### src/rtl/code_rom_pkg.sv
// Shared state encoding and default sizes for the code ROM load sequencer.
package code_rom_pkg;

    localparam int unsigned CODE_ROM_NUM_BYTES = 32;
    localparam int unsigned CODE_ROM_ADDR_W    = 12;

    typedef enum logic [1:0] {
        IDLE  = 2'd0,
        LOAD  = 2'd1,
        CHECK = 2'd2,
        DONE  = 2'd3
    } state_e;

endpackage

### src/rtl/code_rom_load_ctr.sv
// Load-session byte counter: ROM write address, remaining-byte terminal compare and,
// when CODE_ROM_CHECKSUM_EN is defined, the running 8-bit modulo sum of accepted bytes.
module code_rom_load_ctr #(
    parameter int unsigned ADDR_W = 12
) (
    input  logic              clk,
    input  logic              reset_code_rom_n,
    input  logic              start_i,
    input  logic [ADDR_W-1:0] len_i,
    input  logic              inc_i,
`ifdef CODE_ROM_CHECKSUM_EN
    input  logic [7:0]        data_i,
    output logic [7:0]        sum_o,
`endif
    output logic [ADDR_W-1:0] cnt_o,
    output logic              last_o
);

    logic [ADDR_W-1:0] cnt_q, cnt_d;
    logic [ADDR_W-1:0] rem_q, rem_d;

    always_comb begin
        cnt_d = cnt_q;
        rem_d = rem_q;
        if (start_i) begin
            cnt_d = '0;
            rem_d = len_i;
        end else if (inc_i) begin
            cnt_d = cnt_q + ADDR_W'(1);
            rem_d = rem_q - ADDR_W'(1);
        end
    end

    always_ff @(posedge clk or negedge reset_code_rom_n) begin
        if (!reset_code_rom_n) begin
            cnt_q <= '0;
            rem_q <= '0;
        end else begin
            cnt_q <= cnt_d;
            rem_q <= rem_d;
        end
    end

    assign cnt_o  = cnt_q;
    // The byte being accepted while one remains is the last of the session.
    assign last_o = (rem_q == ADDR_W'(1));

`ifdef CODE_ROM_CHECKSUM_EN
    logic [7:0] sum_q, sum_d;

    always_comb begin
        sum_d = sum_q;
        if (start_i) begin
            sum_d = 8'h00;
        end else if (inc_i) begin
            sum_d = sum_q + data_i;
        end
    end

    always_ff @(posedge clk or negedge reset_code_rom_n) begin
        if (!reset_code_rom_n) begin
            sum_q <= 8'h00;
        end else begin
            sum_q <= sum_d;
        end
    end

    assign sum_o = sum_q;
`endif

endmodule

### src/rtl/code_rom_sequencer.sv
// Shares the code ROM ports between the host byte loader and CPU word fetch.
// CODE_ROM_CHECKSUM_EN adds a CHECK phase that validates a trailing checksum byte.
//
// state | meaning
// IDLE  | CPU owns the ROM; word fetches served with one-cycle latency
// LOAD  | host bytes written to consecutive addresses from 0, CPU held
// CHECK | trailing checksum byte accepted (not written), CPU held
// DONE  | one-cycle load_done/load_err report, CPU still held
module code_rom_sequencer
    import code_rom_pkg::*;
#(
    parameter int unsigned NUM_BYTES = CODE_ROM_NUM_BYTES,
    parameter int unsigned ADDR_W    = CODE_ROM_ADDR_W
) (
    input  logic              clk,
    input  logic              reset_code_rom_n,
    input  logic              load_start,
    input  logic [ADDR_W-1:0] load_len,
    input  logic              host_valid,
    input  logic [7:0]        host_data,
    output logic              host_ready,
    output logic              load_busy,
    output logic              load_done,
    output logic              load_err,
    output logic              cpu_hold,
    input  logic              fetch_req,
    input  logic [ADDR_W-1:0] fetch_addr,
    output logic [31:0]       fetch_data,
    output logic              fetch_valid,
    output logic              rom_we,
    output logic [ADDR_W-1:0] rom_addr,
    output logic [7:0]        rom_wdata,
    input  logic [31:0]       rom_rdata
);

    localparam logic [ADDR_W:0] NUM_BYTES_W = (ADDR_W+1)'(NUM_BYTES);

    state_e            state_q, state_d;
    logic              err_q, err_d;
    logic [31:0]       fetch_data_q, fetch_data_d;
    logic              fetch_valid_q, fetch_valid_d;
    logic              ctr_start, ctr_inc, ctr_last;
    logic [ADDR_W-1:0] ctr_cnt;
    logic              fetch_oor;
`ifdef CODE_ROM_CHECKSUM_EN
    logic [7:0]        ctr_sum;
`endif

    code_rom_load_ctr #(
        .ADDR_W (ADDR_W)
    ) u_load_ctr (
        .clk              (clk),
        .reset_code_rom_n (reset_code_rom_n),
        .start_i          (ctr_start),
        .len_i            (load_len),
        .inc_i            (ctr_inc),
`ifdef CODE_ROM_CHECKSUM_EN
        .data_i           (host_data),
        .sum_o            (ctr_sum),
`endif
        .cnt_o            (ctr_cnt),
        .last_o           (ctr_last)
    );

    // Widened by one bit so addresses near the top of the range cannot wrap.
    assign fetch_oor = (({1'b0, fetch_addr} + (ADDR_W+1)'(3)) >= NUM_BYTES_W);

    always_comb begin
        state_d       = state_q;
        err_d         = err_q;
        fetch_data_d  = fetch_data_q;
        fetch_valid_d = 1'b0;
        ctr_start     = 1'b0;
        ctr_inc       = 1'b0;
        host_ready    = 1'b0;
        rom_we        = 1'b0;
        rom_addr      = '0;
        rom_wdata     = 8'h00;

        case (state_q)
            IDLE: begin
                if (load_start) begin
                    ctr_start = 1'b1;
                    err_d     = 1'b0;
                    if (load_len == '0) begin
                        state_d = DONE;
                    end else if ({1'b0, load_len} > NUM_BYTES_W) begin
                        state_d = DONE;
                        err_d   = 1'b1;
                    end else begin
                        state_d = LOAD;
                    end
                end else if (fetch_req) begin
                    rom_addr      = fetch_addr;
                    fetch_valid_d = 1'b1;
                    fetch_data_d  = fetch_oor ? 32'h0 : rom_rdata;
                end
            end
            LOAD: begin
                host_ready = 1'b1;
                if (host_valid) begin
                    rom_we    = 1'b1;
                    rom_addr  = ctr_cnt;
                    rom_wdata = host_data;
                    ctr_inc   = 1'b1;
`ifdef CODE_ROM_CHECKSUM_EN
                    if (ctr_last) state_d = CHECK;
`else
                    if (ctr_last) state_d = DONE;
`endif
                end
            end
            CHECK: begin
`ifdef CODE_ROM_CHECKSUM_EN
                host_ready = 1'b1;
                if (host_valid) begin
                    err_d   = (8'(ctr_sum + host_data) != 8'h00);
                    state_d = DONE;
                end
`else
                state_d = IDLE;
`endif
            end
            DONE: begin
                state_d = IDLE;
            end
            default: begin
                state_d = IDLE;
            end
        endcase
    end

    always_ff @(posedge clk or negedge reset_code_rom_n) begin
        if (!reset_code_rom_n) begin
            state_q       <= IDLE;
            err_q         <= 1'b0;
            fetch_data_q  <= 32'h0;
            fetch_valid_q <= 1'b0;
        end else begin
            state_q       <= state_d;
            err_q         <= err_d;
            fetch_data_q  <= fetch_data_d;
            fetch_valid_q <= fetch_valid_d;
        end
    end

    assign load_busy   = (state_q != IDLE);
    assign cpu_hold    = (state_q != IDLE);
    assign load_done   = (state_q == DONE);
    assign load_err    = (state_q == DONE) && err_q;
    assign fetch_data  = fetch_data_q;
    assign fetch_valid = fetch_valid_q;

endmodule

### config.mk
export PLATFORM = sky130hd
export DESIGN_NAME = code_rom_sequencer
export DESIGN_NICKNAME = d
export VERILOG_FILES = /design/src/rtl/code_rom_pkg.sv /design/src/rtl/code_rom_load_ctr.sv /design/src/rtl/code_rom_sequencer.sv
export SDC_FILE = /design/constraint.sdc
export NUM_CORES = 1
export LEC_CHECK = 0
export CORE_MARGIN = 3
export CORE_UTILIZATION = 26
export CTS_BUF_LIST = sky130_fd_sc_hd__clkbuf_8
export DETAILED_ROUTE_END_ITERATION = 10
export RECOVER_POWER = 25
export SLEW_MARGIN = 0
export SYNTH_ARGS = -nofsm -noshare
export SYNTH_HDL_FRONTEND = slang
export SYNTH_SLANG_ARGS = --single-unit
### constraint.sdc
create_clock -name clk -period 4.3 [get_ports clk]
set_input_delay 1.075 -clock clk [delete_from_list [all_inputs] [get_ports clk]]
set_output_delay 1.075 -clock clk [all_outputs]
set_load 0.1 [all_outputs]
==> results of run 1 <==
[worst min-delay path by stage]
stage                               startpoint                               to  slack (ns)  cells past startpoint
2_1_floorplan  u_load_ctr.rem_q[7]$_DFFE_PN0P_  u_load_ctr.rem_q[7]$_DFFE_PN0P_        0.48                      1
3_3_place_gp         fetch_data[5]$_DFFE_PN0P_        fetch_data[5]$_DFFE_PN0P_        0.49                      1
3_5_place_dp        fetch_data[25]$_DFFE_PN0P_       fetch_data[25]$_DFFE_PN0P_        0.49                      1
4_1_cts              fetch_data[7]$_DFFE_PN0P_        fetch_data[7]$_DFFE_PN0P_        0.51                      1
5_1_grt             fetch_data[24]$_DFFE_PN0P_       fetch_data[24]$_DFFE_PN0P_        0.52                      1
6_report            fetch_data[20]$_DFFE_PN0P_       fetch_data[20]$_DFFE_PN0P_        0.51                      1
[worst register-to-register path: stages (launching register included)]
cell and delay (ns):
dfrtp_1 0.49, or2_1 0.31, or3b_1 0.42, inv_2 0.23
and4_1 0.22, buf_4 0.32, a22o_1 0.21
[stage by stage]
step | setup WS (ns) | hold WS (ns)
6_report | 0.590 | 0.506
5_1_grt | 0.366 | 0.523
4_1_cts | 0.563 | 0.511
3_5_place_dp | 0.571 | 0.490
3_3_place_gp | 0.618 | 0.489
2_1_floorplan | 0.0176 | 0.480
[state kept, by name, indices dropped and copies added, names as in the netlist]
register	cells
u_load_ctr.rem_q	12
fetch_valid	1
state_q	2
fetch_data	32
u_load_ctr.cnt_o	12
err_q	1
[kinds of logic after synthesis]
logic type | after synthesis
AO/OA/AOI/OAI | 70
XOR/XNOR | 12
adder cells (fa/ha/maj) | 3
buffers and inverters | 23
flip-flops | 60
AND/OR/NAND/NOR | 89
[area by class of cell]
cell class / count / share of cell area [%]
well taps: 136 / 3.71
flip-flops and latches: 60 / 32.7
inverters: 6 / 0.491
multi-input cells: 174 / 25.9
clock buffers: 9 / 2.70
clock inverters: 7 / 1.47
repair buffers: 133 / 33.0
[cells in the final DEF (no fill, tap or decap), types with 9 or more instances in the layout]
cell type,netlist,layout
dfrtp_1,60,60
nand2_1,19,19
and2_1,9,9
nor2_1,18,18
clkbuf_8,0,9
xnor2_1,9,9
buf_12,0,21
clkdlybuf4s50_1,0,105
a22o_1,43,43
[per-layer routing]
layer / up-vias / track usage, %
li1: 1212 / -
met4: 0 / 3.38
met2: 74 / 22.9
met5: - / 0
met3: 10 / 4.35
met1: 1232 / 17.9
[where the power goes]
group          internal [mW]  switching [mW]
clock network          0.265           0.231
registers              0.644          0.0875
logic                  0.351           0.672
total                   1.26           0.990
==> run metrics, run 1 <==
HPWL after detailed placement=6120 µm; post-DR wirelength/cell=15.6 µm; R2R setup slack=2.04 ns; Initial Util=26.9%; cts bufs inserted=9; number of flops mapped to enable cells by yosys=0; final global-route overflow total=0; Final Critical Period=3.71 ns; post-synthesis mux area share=0%; layout cells sized above 1=12.3%; Max transition margin=-37.6%; Synth Area in Compound Gates=20.2%; antenna cells=0; Post-Place Cell Area=4400 µm²; Core Area=10,400 µm²; clock sink total=60; crit path capture=rom_addr[7]; vias in the first global route=2,518; CTS max path bufs=2; mapped cell area=2790 µm²; 1st-iter DRT viols=128; Clk pin slew, worst setup/hold paths=0.07 ns; DRT antenna net count=0; Max Freq=0.270 GHz; Final Hold Viols=0; VDD IR max=204 µV; Levels on crit path=6; Synth Area per Inst=10.8 µm²; Rows=37; IO Port Bufs=127; synth top area cells=dfrtp_1 54%, a22o_1 14%, xnor2_1 2.8%, nand2_1 2.6%, nor2_1 2.4%; I/O Pins=128; top cell type's share of synthesized area=53.9%; CTS tree=built; hold buffers post-CTS=0; router iterations before antenna repair=4; Die Ht=110 µm; Setup crit start=load_start; Worst Setup End Kind=output pin; DP Cell Count=509; FF+latch area=1500 µm²; Highest Signal Layer=met4; most common cell in the netlist=dfrtp_1; post-synthesis sequential area ratio=53.9%; Post-Synthesis Cells=257; Post-Synth Adder-Cell Area=1.35%; Placer Congestion=0.740; number of distinct library cells after synthesis=42; Final Slew Violations=40; list of most frequent post-synthesis cells=60 x dfrtp_1, 43 x a22o_1, 19 x nand2_1; Root Buffer=clkbuf_8; Die X-Extent=110 µm; DRC violations left=0; largest family of logic cells by synthesized area=compound AO/OA/AOI/OAI gates; Least-Margin Pin Slew=2.06 ns; clk_lat worst skew=0.34 ns; Setup Viol. Count Final=0; Final Skew=0.0113 ns; Leakage=1.90 nW; RSZ-0062 raised after global routing=no; Tcrit/Tclk final=86.3%; cells along the critical path=clkdlybuf4s50_1, or3b_1, inv_2, nand2_1, o21ai_1, buf_12; antenna violations before repair=0; Total Wirelength=8210 µm; number of max-cap violations=1; critical path's slowest cell=clkdlybuf4s50_1; Worst Reg-to-Reg Cells=6; final setup TNS=0 ns; failing checks=max-capacitance violations, max-slew violations; first-pass GRT wire length=13,000 µm; # Post-CTS Setup Buffers=0; total power per unit cell area=490 nW/µm²; Worst path top cell family by delay=buffers and inverters; DR vias/cell=4.82; status=finished, violations left; Syn Nets=329; main flop type after synthesis=dfrtp_1; met3 wire length=518 µm; Nets=456; post-route cell area=4590 µm²; FF+latch count, synth=60; Syn. warnings=0; largest stage delay on the critical path=0.44 ns; largest net degree at the start of global routing=40; share of flip-flops with an asynchronous set or reset=100%; Setup crit start kind=primary input; Tot Pwr=2.25 mW; multi-input logic area=1190 µm²; vias=2,528; Die Footprint=12,000 µm²; post-CTS sizing=0; Arr. time, crit path=2.63 ns; leading area contributor after synthesis=dfrtp_1; Setup CP Type=in -> out; worst r2r dst=fetch_data[10]$_DFFE_PN0P_; post-synthesis xor/xnor area fraction=3.77%; Synth Area in Simple Gates=17.1%; Data required, critical path=3.22 ns; HP Class=reg -> reg; final core occ=44.3%; WL met2=4000 µm; synth-to-layout area growth=64.6%; wire length on met1=3590 µm; fin cells=525; H-tree depth=3; Tot GR Track Use=14.0%; Buf/Inv on CP=3; critical path peak fanout=14; FILL cells=996; Reg-to-Reg Start=state_q[0]$_DFFE_PN0P_
Power figures use the tool's default switching activity.
==> inputs of run 2 (changes only) <==
==> constraint.sdc (replaced) <==
create_clock -name clk -period 4.3 [get_ports clk]
set_input_delay 1.075 -clock clk [delete_from_list [all_inputs] [get_ports clk]]
set_output_delay 1.075 -clock clk [all_outputs]
set_load 0.01 [all_outputs]
==> run metrics, run 2 (same netlist as run 1, synthesis figures left out) <==
status=finished, violations left; failing checks=max-capacitance violations, max-slew violations; hold path cells=1; clock sink total=60; Tcrit/Tclk final=92.3%; worst r2r dst=fetch_data[4]$_DFFE_PN0P_; VDD IR max=178 µV; Die Ht=110 µm; Arr. time, crit path=2.90 ns; Core Area=10,400 µm²; vias in the first global route=2,412; Least-Margin Pin Slew=2.34 ns; Final Skew=0.00776 ns; Setup crit start kind=primary input; Nets=458; FILL cells=1,058; Reg-to-Reg Start=state_q[0]$_DFFE_PN0P_; Comb pwr share=31.9%; critical path peak fanout=20; cts bufs inserted=9; Final Critical Period=3.97 ns; Switching Fraction=33.1%; vias=2,537; Root Buffer=clkbuf_8; post-DR wirelength/cell=15.0 µm; most frequent cells in the layout=126 x clkdlybuf4s50_1, 60 x dfrtp_1, 43 x a22o_1; Final Hold Viols=0; DRC violations left=0; Post-Place Cell Area=4210 µm²; Setup CP Type=in -> out; Tot GR Track Use=13.1%; # Post-CTS Setup Buffers=0; H-tree depth=3; switching power=0.596 mW; Placer Congestion=0.715; Die Footprint=12,000 µm²; post-CTS sizing=0; Leakage=1.81 nW; HP Class=reg -> reg; RSZ-0062 raised after global routing=no; Initial Util=26.9%; Hold Crit Start=fetch_data[2]$_DFFE_PN0P_; Rows=37; hold buffers post-CTS=0; tightest hold margin=0.508 ns; Hold Path End=fetch_data[2]$_DFFE_PN0P_; antenna violations before repair=0; IO Port Bufs=127; DP Cell Count=511; Setup Viol. Count Final=0; synth-to-layout area growth=57.6%; Max Freq=0.252 GHz; post-route cell area=4390 µm²; Total Wirelength=7920 µm; largest net degree at the start of global routing=43; DRT antenna net count=0; total power per unit cell area=409 nW/µm²; final setup TNS=0 ns; Data required, critical path=3.22 ns; max reg flops=32; Max transition margin=-56.3%; number of max-cap violations=1; 1st-iter DRT viols=160; Pint=1.20 mW; clk_lat worst skew=0.33 ns; first-pass GRT wire length=12,300 µm; layout cells sized above 1=7.42%; router iterations before antenna repair=4; most common cell after layout, fill and taps aside=clkdlybuf4s50_1; Final Slew Violations=43; Clk pin slew, worst setup/hold paths=0.07 ns; antenna cells=0; fin cells=527; Tot Pwr=1.80 mW; DR vias/cell=4.81; CTS tree=built; Reg power frac=40.5%; Clock Power Share=27.6%; Worst Setup End Kind=output pin; Worst Reg-to-Reg Cells=6; final global-route overflow total=0; Die X-Extent=110 µm; R2R setup slack=2.09 ns; CTS max path bufs=2; I/O Pins=128; HPWL after detailed placement=5840 µm
run 2: cell types whose count changed in the layout (fill, tap and decap cells not counted), sizes merged:
cell           delta
clkdlybuf4s50    +21
buf              -19
run 2: how the worst max path moves through the flow:
stage	slack [ns]	end	depth (start not counted)	start
finish	0.33	rom_addr[6]	5	host_valid
global route	0.17	rom_addr[11]	5	host_valid
CTS	0.30	rom_addr[6]	5	host_valid
detailed placement	0.30	rom_addr[6]	5	host_valid
global placement	0.37	rom_addr[11]	5	host_valid
floorplan	1.20	rom_addr[7]	6	load_start
run 2: critical path, cell delays in order:
cell             delay (ns)
clkdlybuf4s50_1        0.44
nand3b_1               0.13
clkinv_1               0.39
a22o_1                 0.38
clkdlybuf4s50_1        0.48
run 2: cell type report:
type	count	area, µm²	share of cell area (%)
Clock buffer	9	124	2.82
Clock inverter	7	67.6	1.54
Inverter	6	22.5	0.513
Multi-Input combinational cell	174	1190	27.0
Sequential cell	60	1500	34.2
Tap cell	136	170	3.87
Timing Repair Buffer	135	1320	30.1
run 2: through the flow:
stage / worst slack, ns / util [%]
after global placement: 0.366 / 40.6
final: 0.329 / 42.4
after detailed placement: 0.302 / 40.6
after CTS: 0.302 / 42.4
after floorplan: 1.20 / -
after global routing: 0.175 / 42.4
run 2: layer usage:
layer	global-route usage [%]	wire, µm	share of wire (%)
met1	16.4	3470	44
met2	22.1	3940	50
met3	3.76	452	5.7
met4	3.47	56	0.71
met5	0	0	0
run 2: power by group through the flow:
stage          Clock, mW  Combinational, mW  Sequential, mW
6_report           0.496              0.575           0.728
5_1_grt            0.541              0.634           0.740
4_1_cts            0.516              0.582           0.727
3_5_place_dp           0              0.581           0.735
3_3_place_gp           0              0.571           0.734
2_1_floorplan          0              0.326           0.709
==> inputs of run 3 (changes only) <==
--- a/config.mk
+++ b/config.mk
@@ -5,7 +5,6 @@
 export SDC_FILE = /design/constraint.sdc
 export NUM_CORES = 1
 export LEC_CHECK = 0
-export CORE_MARGIN = 3
 export CORE_UTILIZATION = 26
 export CTS_BUF_LIST = sky130_fd_sc_hd__clkbuf_8
 export DETAILED_ROUTE_END_ITERATION = 10
==> run metrics, run 3 (same netlist as run 1, synthesis figures left out) <==
fin cells=526; Die Ht=106 µm; Core Area=10,400 µm²; max reg flops=32; HPWL after detailed placement=5600 µm; Rows=37; RSZ-0062 raised after global routing=no; critical path's slowest cell=clkdlybuf4s50_1; total power per unit cell area=409 nW/µm²; Least-Margin Pin Slew=1.97 ns; clock sink total=60; largest net degree at the start of global routing=37; DR vias/cell=4.78; number of max-cap violations=1; Nets=457; largest stage delay on the critical path=0.54 ns; status=finished, violations left; final setup TNS=0 ns; Initial Util=26.9%; post-CTS sizing=0; failing checks=max-capacitance violations, max-slew violations; clk_lat worst skew=0.33 ns; Setup crit start kind=primary input; hold buffers post-CTS=0; antenna cells=0; router iterations before antenna repair=4; Setup CP Type=in -> out; I/O Pins=128; first-pass GRT wire length=12,400 µm; CP dominant cell by count=clkdlybuf4s50_1; Final Skew=0.00856 ns; Die X-Extent=106 µm; DP Cell Count=510; Final Hold Viols=0; Clk pin slew, worst setup/hold paths=0.07 ns; antenna violations before repair=0; Root Buffer=clkbuf_8; H-tree depth=3; final core occ=42.4%; Tcrit/Tclk final=91.5%; Final WS setup=0.365 ns; vias in the first global route=2,480; synth-to-layout area growth=57.6%; most frequent cells in the layout=126 x clkdlybuf4s50_1, 60 x dfrtp_1, 43 x a22o_1; VDD IR max=222 µV; Die Footprint=11,100 µm²; Arr. time, crit path=2.86 ns; HP Class=reg -> reg; DRT antenna net count=0; Data required, critical path=3.22 ns; Placement Setup Slack=0.349 ns; CTS max path bufs=2; R2R setup slack=2.06 ns; Worst path top cell family by delay=buffers and inverters; 1st-iter DRT viols=98; most common cell after layout, fill and taps aside=clkdlybuf4s50_1; IO Port Bufs=127; Max Freq=0.254 GHz; CTS tree=built; Max transition margin=-31.0%; cts bufs inserted=9; Placer Congestion=0.755; cells along the critical path=clkdlybuf4s50_1, or3b_1, inv_2, a22o_1, clkdlybuf4s50_1; Tot GR Track Use=14.2%; Buf/Inv on CP=3; critical path peak fanout=14; Final Slew Violations=37; layout cells sized above 1=7.44%; Setup Viol. Count Final=0; vias=2,513; final global-route overflow total=0; Worst Setup End Kind=output pin; # Post-CTS Setup Buffers=0; Final Critical Period=3.93 ns; Total Wirelength=7660 µm; post-DR wirelength/cell=14.6 µm; Leakage=1.81 nW; DRC violations left=0
-- run 3: worst register-to-register path, stage by stage, from the launching register on --
cell	delay (ns)
dfrtp_1	0.50
or2_1	0.31
or3b_1	0.39
inv_2	0.22
and4_1	0.24
buf_4	0.32
a22o_1	0.21
-- run 3: report_power, final --
group	total, mW	leakage, nW	internal (mW)	switching [mW]
Combinational	0.565	0.899	0.291	0.274
Clock	0.502	0.104	0.270	0.232
Sequential	0.732	0.808	0.644	0.0884
Total	1.80	1.81	1.21	0.594
-- run 3: metal layers --
layer / track usage [%] / up-vias / share of wire [%]
li1: - / 1212 / -
met1: 17.4 / 1212 / 44
met2: 24.0 / 83 / 50
met3: 4.45 / 6 / 5.6
met4: 3.97 / 0 / 0.85
met5: 0 / - / 0
-- run 3: area by class of cell --
| type | instances | area, µm² |
|---|---|---|
| Clock buffer | 9 | 124 |
| Fill cell | 1034 | 5980 |
| Sequential cell | 60 | 1500 |
| Multi-Input combinational cell | 174 | 1190 |
| Inverter | 6 | 22.5 |
| Clock inverter | 7 | 75.1 |
| Timing Repair Buffer | 134 | 1310 |
| Tap cell | 136 | 170 |
-- run 3: final timing paths --
check	startpoint	endpoint	cells past startpoint
max in group asynchronous	reset_code_rom_n	state_q[0]$_DFFE_PN0P_	2
worst min register to register	fetch_data[22]$_DFFE_PN0P_	fetch_data[22]$_DFFE_PN0P_	1
min in group asynchronous	reset_code_rom_n	u_load_ctr.rem_q[6]$_DFFE_PN0P_	1
worst max-delay path	load_start	rom_addr[4]	5
worst max register to register	state_q[0]$_DFFE_PN0P_	fetch_data[31]$_DFFE_PN0P_	6
worst min-delay path	fetch_data[22]$_DFFE_PN0P_	fetch_data[22]$_DFFE_PN0P_	1
-- run 3: through the flow --
| stage | hold slack (ns) | power, mW | cell area, µm² |
|---|---|---|---|
| 2_1_floorplan | 0.480 | 1.04 | 2790 |
| 3_3_place_gp | 0.489 | 1.30 | 4200 |
| 3_5_place_dp | 0.491 | 1.31 | 4200 |
| 4_1_cts | 0.511 | 1.83 | 4400 |
| 5_1_grt | 0.529 | 1.92 | 4390 |
| 6_report | 0.504 | 1.80 | 4390 |
